--- config.mk ---
export PLATFORM = sky130hd
export DESIGN_NAME = button_bank
export DESIGN_NICKNAME = d
export VERILOG_FILES = /design/src/rtl/button_bank.sv
export SDC_FILE = /design/constraint.sdc
export NUM_CORES = 1
export LEC_CHECK = 0
export BUFFER_PORTS_ARGS = -buffer_cell sky130_fd_sc_hd__buf_4
export CELL_PAD_IN_SITES_DETAIL_PLACEMENT = 0
export CELL_PAD_IN_SITES_GLOBAL_PLACEMENT = 1
export CORE_ASPECT_RATIO = 0.5
export CORE_MARGIN = 2
export CORE_UTILIZATION = 42
export DETAILED_ROUTE_END_ITERATION = 12
export PLACE_DENSITY = 0.76
export SLEW_MARGIN = 10
export SYNTH_ARGS = -nofsm -noshare
export SYNTH_HDL_FRONTEND = slang
export SYNTH_SLANG_ARGS = --single-unit
--- constraint.sdc ---
create_clock -name clk -period 2.7 [get_ports clk]
set_input_delay 0.135 -clock clk [delete_from_list [all_inputs] [get_ports clk]]
set_output_delay 0.135 -clock clk [all_outputs]
set_load 0.005 [all_outputs]
--- src/rtl/button_bank.sv ---
// CHANNELS-wide button debouncer: 2-flop synchroniser, symmetric press/release debounce,
// one-cycle edge pulses. Define BUTTON_REPEAT_EN to add per-channel typematic repeat pulses.
module button_bank #(
   parameter int                  CHANNELS      = 8,
   parameter int                  COUNTER_SIZE  = 8,
   parameter int                  COUNTER_VALUE = 255,
   parameter logic [CHANNELS-1:0] ACTIVE_LOW    = '0
`ifdef BUTTON_REPEAT_EN
   ,
   parameter int                  REPEAT_SIZE   = 16,
   parameter int                  REPEAT_DELAY  = 1000,
   parameter int                  REPEAT_PERIOD = 100
`endif
) (
   input  logic                clk,
   input  logic                reset,
   input  logic [CHANNELS-1:0] button_in,
   output logic [CHANNELS-1:0] button_state,
   output logic [CHANNELS-1:0] button_pressed,
   output logic [CHANNELS-1:0] button_released,
   output logic [CHANNELS-1:0] button_repeat,
   output logic                any_pressed
);

   localparam logic [COUNTER_SIZE-1:0] CNT_LIMIT = COUNTER_SIZE'(COUNTER_VALUE);

   logic [CHANNELS-1:0]     sync_p0;
   logic [CHANNELS-1:0]     sync_p1;
   logic [COUNTER_SIZE-1:0] cnt [CHANNELS];
   logic [CHANNELS-1:0]     accept;

   // A level change is accepted on the edge where the counter already sits at its limit.
   always_comb begin
      accept = '0;
      for (int i = 0; i < CHANNELS; i++)
         accept[i] = (sync_p1[i] != button_state[i]) && (cnt[i] == CNT_LIMIT);
   end

   always_ff @(posedge clk or posedge reset) begin
      if (reset) begin
         sync_p0         <= '0;
         sync_p1         <= '0;
         button_state    <= '0;
         button_pressed  <= '0;
         button_released <= '0;
         for (int i = 0; i < CHANNELS; i++)
            cnt[i] <= '0;
      end else begin
         // stage p0/p1: synchroniser on the polarity-corrected pins
         sync_p0         <= button_in ^ ACTIVE_LOW;
         sync_p1         <= sync_p0;
         button_pressed  <= accept & sync_p1;
         button_released <= accept & ~sync_p1;
         for (int i = 0; i < CHANNELS; i++) begin
            if (sync_p1[i] == button_state[i]) begin
               cnt[i] <= '0;
            end else if (accept[i]) begin
               button_state[i] <= sync_p1[i];
               cnt[i]          <= '0;
            end else begin
               cnt[i] <= cnt[i] + 1'b1;
            end
         end
      end
   end

   assign any_pressed = |button_pressed;

`ifdef BUTTON_REPEAT_EN
   localparam logic [REPEAT_SIZE-1:0] DELAY_LAST  = REPEAT_SIZE'(REPEAT_DELAY - 1);
   localparam logic [REPEAT_SIZE-1:0] PERIOD_LAST = REPEAT_SIZE'(REPEAT_PERIOD - 1);

   logic [REPEAT_SIZE-1:0] rep_cnt [CHANNELS];
   logic [CHANNELS-1:0]    rep_periodic;

   // Any acceptance (press or release) restarts the schedule; released channels stay idle.
   always_ff @(posedge clk or posedge reset) begin
      if (reset) begin
         button_repeat <= '0;
         rep_periodic  <= '0;
         for (int i = 0; i < CHANNELS; i++)
            rep_cnt[i] <= '0;
      end else begin
         for (int i = 0; i < CHANNELS; i++) begin
            button_repeat[i] <= 1'b0;
            if (!button_state[i] || accept[i]) begin
               rep_cnt[i]      <= '0;
               rep_periodic[i] <= 1'b0;
            end else if (rep_cnt[i] == (rep_periodic[i] ? PERIOD_LAST : DELAY_LAST)) begin
               button_repeat[i] <= 1'b1;
               rep_cnt[i]       <= '0;
               rep_periodic[i]  <= 1'b1;
            end else begin
               rep_cnt[i] <= rep_cnt[i] + 1'b1;
            end
         end
      end
   end
`else
   assign button_repeat = '0;
`endif

endmodule

==> impl_metrics.csv, run 1 <==
group,metric,value,unit
detailed_routing,wire_per_inst,13.0,microns
global_route,grt_overflow,0,
clock_tree,cts_made_buffers,9,
sta,layout_min_cycle_time,1600,ps
sta,finalCritPeriodShare,59.3,%
detailed_routing,ant_nets,0,
pwr,leakage,2.28,nW
placement,dp_hpwl,5.35,mm
clock_tree,postCtsSetupRepairBufs,0,
clock_tree,clockBufferDepth,2,
floorplan,die_w,149,microns
global_route,antenna_found_initial,0,
synth,synth_cells,389,
global_route,grt_use_total,14.9,%
global_route,grt_max_degree,42,
synth,ys_seq_elements,104,
global_route,grt_pass1_vias,2761,
synth,netlist_area,4400,sq um
critical_path,cp-end-kind,"flop",
clock_tree,cts_tree,"done",
layout,drive_gt1_share,17.0,%
sta,hold_violations,0,
floorplan,initial_utilization,43.1,%
floorplan,ioPinCount,43,
detailed_routing,viasPerCell,4.96,
layout,multiInputGateArea,1730,sq um
sta,max_freq,0.624,GHz
clock_tree,path_clk_slew,60,ps
detailed_routing,wirelength,7.67,mm
critical_path,arrival,1830,ps
floorplan,die_h,76.4,microns
floorplan,rows,26,
synth,synthDistinctLibCells,37,
sta,rsz0062_at_grt,"no",
sta,slew_headroom,64.0,%
synth,ys_warn_count,0,
detailed_routing,num_vias,2916,
sta,drv_slew,0,
outcome,status,"finished, final reports clean",
layout,antenna_cells,0,
global_route,grt_pass1_wl,13.3,mm
layout,seqCellArea,2600,sq um
clock_tree,worstSkewPairLatency,350,ps
critical_path,required,2930,ps
layout,nNetsFinal,462,
synth,seq_area_frac_synth,59.1,%
clock_tree,htree_levels,3,
sta,tightest_slew,539,ps
flow_run,max_cap_violations,0,
critical_path,crit_fanout,5,
pwr,power_density,585,nW/um^2
placement,gp_congestion,0.761,
pwr,switching_power,0.000671,W
detailed_routing,drt_iter0_markers,125,
placement,placement.io_buffers,34,
clock_tree,clock-sinks,104,
clock_tree,postCtsResizedCells,0,
worst_hold_path,hold_path_class,"reg -> reg",
pwr,ir_worst_vdd,0.282,mV
critical_path,start_kind,"flop",
layout,syn_to_final_growth,18.4,%
pwr,total_power,0.00305,W
clock_tree,hold_buffers,9,
pwr,power_frac_comb,4.7,%
critical_path,crit_type,"reg -> reg",
sta,fin_setup_tns,0,ps
synth,avgSynthCellArea,11.3,sq um
detailed_routing,drc,0,
sta,setup_viol,0,
pwr,internal_power,0.00238,W
detailed_routing,drtPass1Iterations,4,
layout,fill_cells,941,
pwr,switching_share,22.0,%
pwr,power_frac_seq,54.0,%
pwr,pwr-share-clk,41.3,%
sta,skew,9.41,ps
floorplan,die_area,11400,sq um
clock_tree,cts_root_buffer,"clkbuf_16",
floorplan,core,10200,sq um
synth_stat cells (all sizes together):
cell type	count	area share (%)
inv	9	0.77
conb	1	0.085
o21ai	18	2.0
o31ai	2	0.34
a41o	1	0.23
nand3	28	3.6
o211a	2	0.45
o21bai	3	0.51
xnor2	18	3.6
and4	1	0.20
a21oi	17	1.9
xor2	16	3.2
buf	9	1.5
or2	5	0.71
o211ai	2	0.34
nor4	2	0.28
nor2	36	3.1
nand2b	1	0.14
nand2	30	2.6
and3	4	0.63
dfrtp	104	59
a311oi	1	0.20
a41oi	1	0.20
nand4b	1	0.20
ha	8	2.3
a21o	2	0.34
a31oi	6	0.85
nor3b	16	2.7
mux2	9	2.5
or3	23	3.6
nand4	13	1.8
final cells by class:
cell class,instances,area share [%]
multi-input cells,274,33.1
clock inverters,5,1.13
inverters,9,0.721
repair buffers,46,7.30
clock buffers,10,4.40
flip-flops and latches,104,50.0
well taps,140,3.36
power by group through the flow:
stage	combinational, W	sequential [W]	clock (W)
floorplan	0.000106	0.00166	0
global placement	0.000138	0.00167	0
detailed placement	0.000136	0.00167	0
CTS	0.000147	0.00164	0.00131
global route	0.000168	0.00165	0.00136
finish	0.000143	0.00165	0.00126
logic make-up (layout without fill, tap and decap cells):
| logic type | after synthesis | after routing | share of synthesized area [%] |
|---|---|---|---|
| AND/OR/NAND/NOR | 160 | 160 | 19.6 |
| flip-flops | 104 | 104 | 59.1 |
| AO/OA/AOI/OAI | 55 | 55 | 7.45 |
| XOR/XNOR | 34 | 34 | 6.77 |
| buffers and inverters | 18 | 70 | 2.25 |
| multiplexers | 9 | 9 | 2.47 |
| adder cells (fa/ha/maj) | 8 | 8 | 2.27 |
| other | 1 | 8 | 0.0852 |
cells in the final DEF (no fill, tap or decap), types with 3 or more instances in the layout:
cell type,synthesis,layout
a21oi_1,17,17
a31oi_1,6,6
buf_4,8,36
clkbuf_16,0,9
clkinvlp_4,0,3
conb_1,1,8
dfrtp_1,104,104
dlygate4sd3_1,0,9
ha_1,8,8
inv_1,9,8
mux2_2,7,7
nand2_1,30,30
nand3_1,24,24
nand3_2,4,4
nand4_1,13,13
nor2_1,36,36
nor3b_1,16,16
o21ai_0,18,18
o21bai_1,3,3
or2_2,5,5
or3_1,19,19
xnor2_1,18,18
xor2_1,16,16
flip-flops by register name (all words and copies together) (netlist names):
name	flops
cnt	64
sync_p1	8
button_state	8
button_pressed	8
sync_p0	8
button_released	8
critical path, cell delays in order (launching register included):
cell     delay, ps
dfrtp_1        380
ha_1           230
nand3_2        140
or3_4          430
mux2_4         300
metrics by stage:
stage	instance area (sq um)	util, %	hold slack, ps	std cells	worst slack (ps)
finish	5210	51.0	349	588	1100
global route	5210	51.0	359	588	1000
CTS	5210	51.0	349	588	1110
detailed placement	4830	47.3	225	564	1120
global placement	4830	47.3	215	564	1150
floorplan	4430	-	166	396	1190
per-layer routing:
layer  GRT usage [%]  vias to the layer above  share of wire, %
li1                -                     1469                 -
met1            20.5                     1392                51
met2            22.4                       48                45
met3            5.39                        7               3.6
met4            4.29                        0              0.95
met5               0                        -                 0
final timing paths:
kind,start,endpoint,slack [ps],depth (start not counted)
worst max-delay path,cnt[16]$_DFF_PP0_,button_state[5]$_DFFE_PP0P_,1100,4
max in group asynchronous,reset,sync_p1[2]$_DFF_PP0_,1650,4
min in group asynchronous,reset,sync_p0[1]$_DFF_PP0_,390,3
worst min register to register,sync_p0[5]$_DFF_PP0_,sync_p1[5]$_DFF_PP0_,350,0
worst min-delay path,sync_p0[5]$_DFF_PP0_,sync_p1[5]$_DFF_PP0_,350,0
worst max register to register,cnt[16]$_DFF_PP0_,button_state[5]$_DFFE_PP0P_,1100,4
Power figures use the tool's default switching activity.
==> run 2: changes to the inputs <==
Settings changed: CORE_UTILIZATION 42 to 47, PLACE_DENSITY 0.76 to 0.8.
Clock period 2.7 ns to 1.5 ns, I/O delays scaled along.
==> run 2 against run 1 <==
  * Sequential cell count did not move
  * First-iteration DRC count rose by 12%
  * Power rose by 83%
  * Cell area rose by 3.8%
  * Sequential share of layout area fell by 1.8 points
  * Largest cell class unchanged
  * Register-to-register slack got worse by 1100 ps
  * Cell count rose by 0.17%
  * Wire length rose by 3.7%
  * Clock skew fell by 2.9 ps
  * Global-route usage rose by 2.1 points
  * Core utilization rose by 9.9 points
==> impl_metrics.csv, run 2 (synthesis results as in run 1) <==
group,metric,value,unit
worst_hold_path,hold_path_depth,0,
flow_run,max_cap_violations,0,
sta,finalCritPeriodShare,97.9,%
critical_path,worstReg2RegStart,"cnt[17]$_DFF_PP0_",
critical_path,rrSetupSlack,30,ps
critical_path,rr_worst_depth,4,
critical_path,arrival,1690,ps
worst_hold_path,holdPathEnd,"sync_p1[1]$_DFF_PP0_",
layout,multiInputGateArea,1770,sq um
placement,placed_cell_area,4940,sq um
clock_tree,path_clk_slew,70,ps
critical_path,crit_fanout,4,
layout,finish.utilization,60.9,%
sta,setup_viol,0,
clock_tree,cts_tree,"done",
global_route,grt_max_degree,105,
global_route,grt_pass1_wl,13.8,mm
sta,slew_headroom,64.7,%
floorplan,die_area,10200,sq um
global_route,antenna_found_initial,0,
sta,hold_violations,0,
placement,placement.io_buffers,34,
placement,pre_cts_ws,13.1,ps
sta,tightest_slew,530,ps
worst_hold_path,hold_path_class,"reg -> reg",
global_route,grt_pass1_vias,3110,
sta,max_freq,0.681,GHz
layout,largest_reg_flops,64,
detailed_routing,drt_iter0_markers,140,
clock_tree,cts_root_buffer,"clkbuf_16",
critical_path,crit_type,"reg -> reg",
layout,fill_cells,724,
layout,fin_area,5410,sq um
outcome,status,"finished, final reports clean",
detailed_routing,ant_nets,0,
floorplan,rows,24,
clock_tree,cts_made_buffers,9,
floorplan,die_h,72.4,microns
worst_hold_path,hold_start,"sync_p0[1]$_DFF_PP0_",
layout,seqCellArea,2600,sq um
critical_path,required,1720,ps
clock_tree,worstSkewPairLatency,340,ps
clock_tree,clockBufferDepth,2,
pwr,ir_worst_vdd,0.635,mV
global_route,grt_use_total,17.0,%
layout,largest-register,"cnt",
detailed_routing,drtPass1Iterations,4,
critical_path,start_kind,"flop",
layout,final_common_cell,"dfrtp_1",
placement,gp_congestion,0.873,
clock_tree,htree_levels,3,
sta,fin_ws,31.8,ps
layout,nNetsFinal,485,
floorplan,initial_utilization,49.5,%
floorplan,ioPinCount,43,
layout,syn_to_final_growth,22.9,%
critical_path,regToRegEndpoint,"button_state[5]$_DFFE_PP0P_",
global_route,grt_overflow,0,
pwr,power_density,1030,nW/um^2
pwr,leakage,2.39,nW
detailed_routing,drc,0,
critical_path,cp-end-kind,"flop",
layout,drive_gt1_share,22.9,%
layout,antenna_cells,0,
detailed_routing,num_vias,3090,
sta,layout_min_cycle_time,1470,ps
detailed_routing,viasPerCell,5.25,
floorplan,die_w,141,microns
layout,layout_common_cells,"dfrtp_1 (104), buf_4 (59), nor2_1 (36)",
sta,skew,6.51,ps
placement,dp_hpwl,5.40,mm
detailed_routing,wirelength,7.95,mm
detailed_routing,wire_per_inst,13.5,microns
sta,drv_slew,0,
clock_tree,clock-sinks,104,
floorplan,core,8890,sq um
==> run 2: cell count changes in the layout (fill, tap and decap cells not counted) <==
cell        change
clkbuf_8        +1
o21bai_2        +1
nor4_2          +1
ha_2            +4
clkinvlp_4      -1
o21bai_1        -1
nor4_1          -1
ha_4            +2
buf_4          +23
clkinv_2        +1
ha_1            -6
==> run 2: cell type report <==
cell class                      count  area share, %
Multi-Input combinational cell    274           32.7
Inverter                            9          0.694
Tap cell                          117           2.71
Sequential cell                   104           48.1
Timing Repair Buffer               69           10.2
Clock inverter                      5           1.04
Clock buffer                       11           4.49
==> run 2: worst max path at each step <==
stage,slack (ps),startpoint,to
3_5_place_dp,10,cnt[17]$_DFF_PP0_,button_state[5]$_DFFE_PP0P_
2_1_floorplan,4,cnt[16]$_DFF_PP0_,button_state[5]$_DFFE_PP0P_
5_1_grt,-10,cnt[17]$_DFF_PP0_,button_state[5]$_DFFE_PP0P_
3_3_place_gp,50,cnt[17]$_DFF_PP0_,button_state[5]$_DFFE_PP0P_
4_1_cts,20,cnt[17]$_DFF_PP0_,button_state[5]$_DFFE_PP0P_
6_report,30,cnt[17]$_DFF_PP0_,button_state[5]$_DFFE_PP0P_
==> run 2: report_power, final <==
| part | switching, W | leakage [nW] | total (W) | internal [W] |
|---|---|---|---|---|
| Clock | 0.000979 | 0.145 | 0.00232 | 0.00134 |
| Combinational | 0.000158 | 0.851 | 0.000310 | 0.000152 |
| Sequential | 0.0000811 | 1.40 | 0.00296 | 0.00288 |
| Total | 0.00122 | 2.39 | 0.00559 | 0.00437 |
==> run 2: metal layers <==
metal	vias up	GRT usage [%]	part of all wire, %	wire length, microns
met1	1515	21.0	46	3660
met2	57	29.5	49	3930
li1	1509	-	-	-
met4	0	4.33	0.89	71
met5	-	0	0	0
met3	9	5.61	3.6	288
==> run 2: critical path: stages (launching register included) <==
cell and delay (ps):
dfrtp_1 400, ha_4 170, nand3_2 80, or3_4 410
mux2_4 300
==> run 2: stage by stage <==
| step | power (W) | std cells | setup TNS [ps] | hold WS, ps |
|---|---|---|---|---|
| floorplan | 0.00319 | 396 | 0 | 106 |
| global placement | 0.00327 | 559 | 0 | 185 |
| detailed placement | 0.00328 | 559 | 0 | 186 |
| CTS | 0.00566 | 584 | 0 | 353 |
| global route | 0.00586 | 589 | -17.0 | 364 |
| finish | 0.00559 | 589 | 0 | 352 |
==> run 2: what timing repair did <==
action | 4_1_cts | 5_1_grt
hold buffers | 9 | 0
resized for setup | 2 | 6
hold endpoints to repair | 112 | 0
buffers inserted | 0 | 5
pin swaps | 0 | 2
setup endpoints to repair | 2 | 15
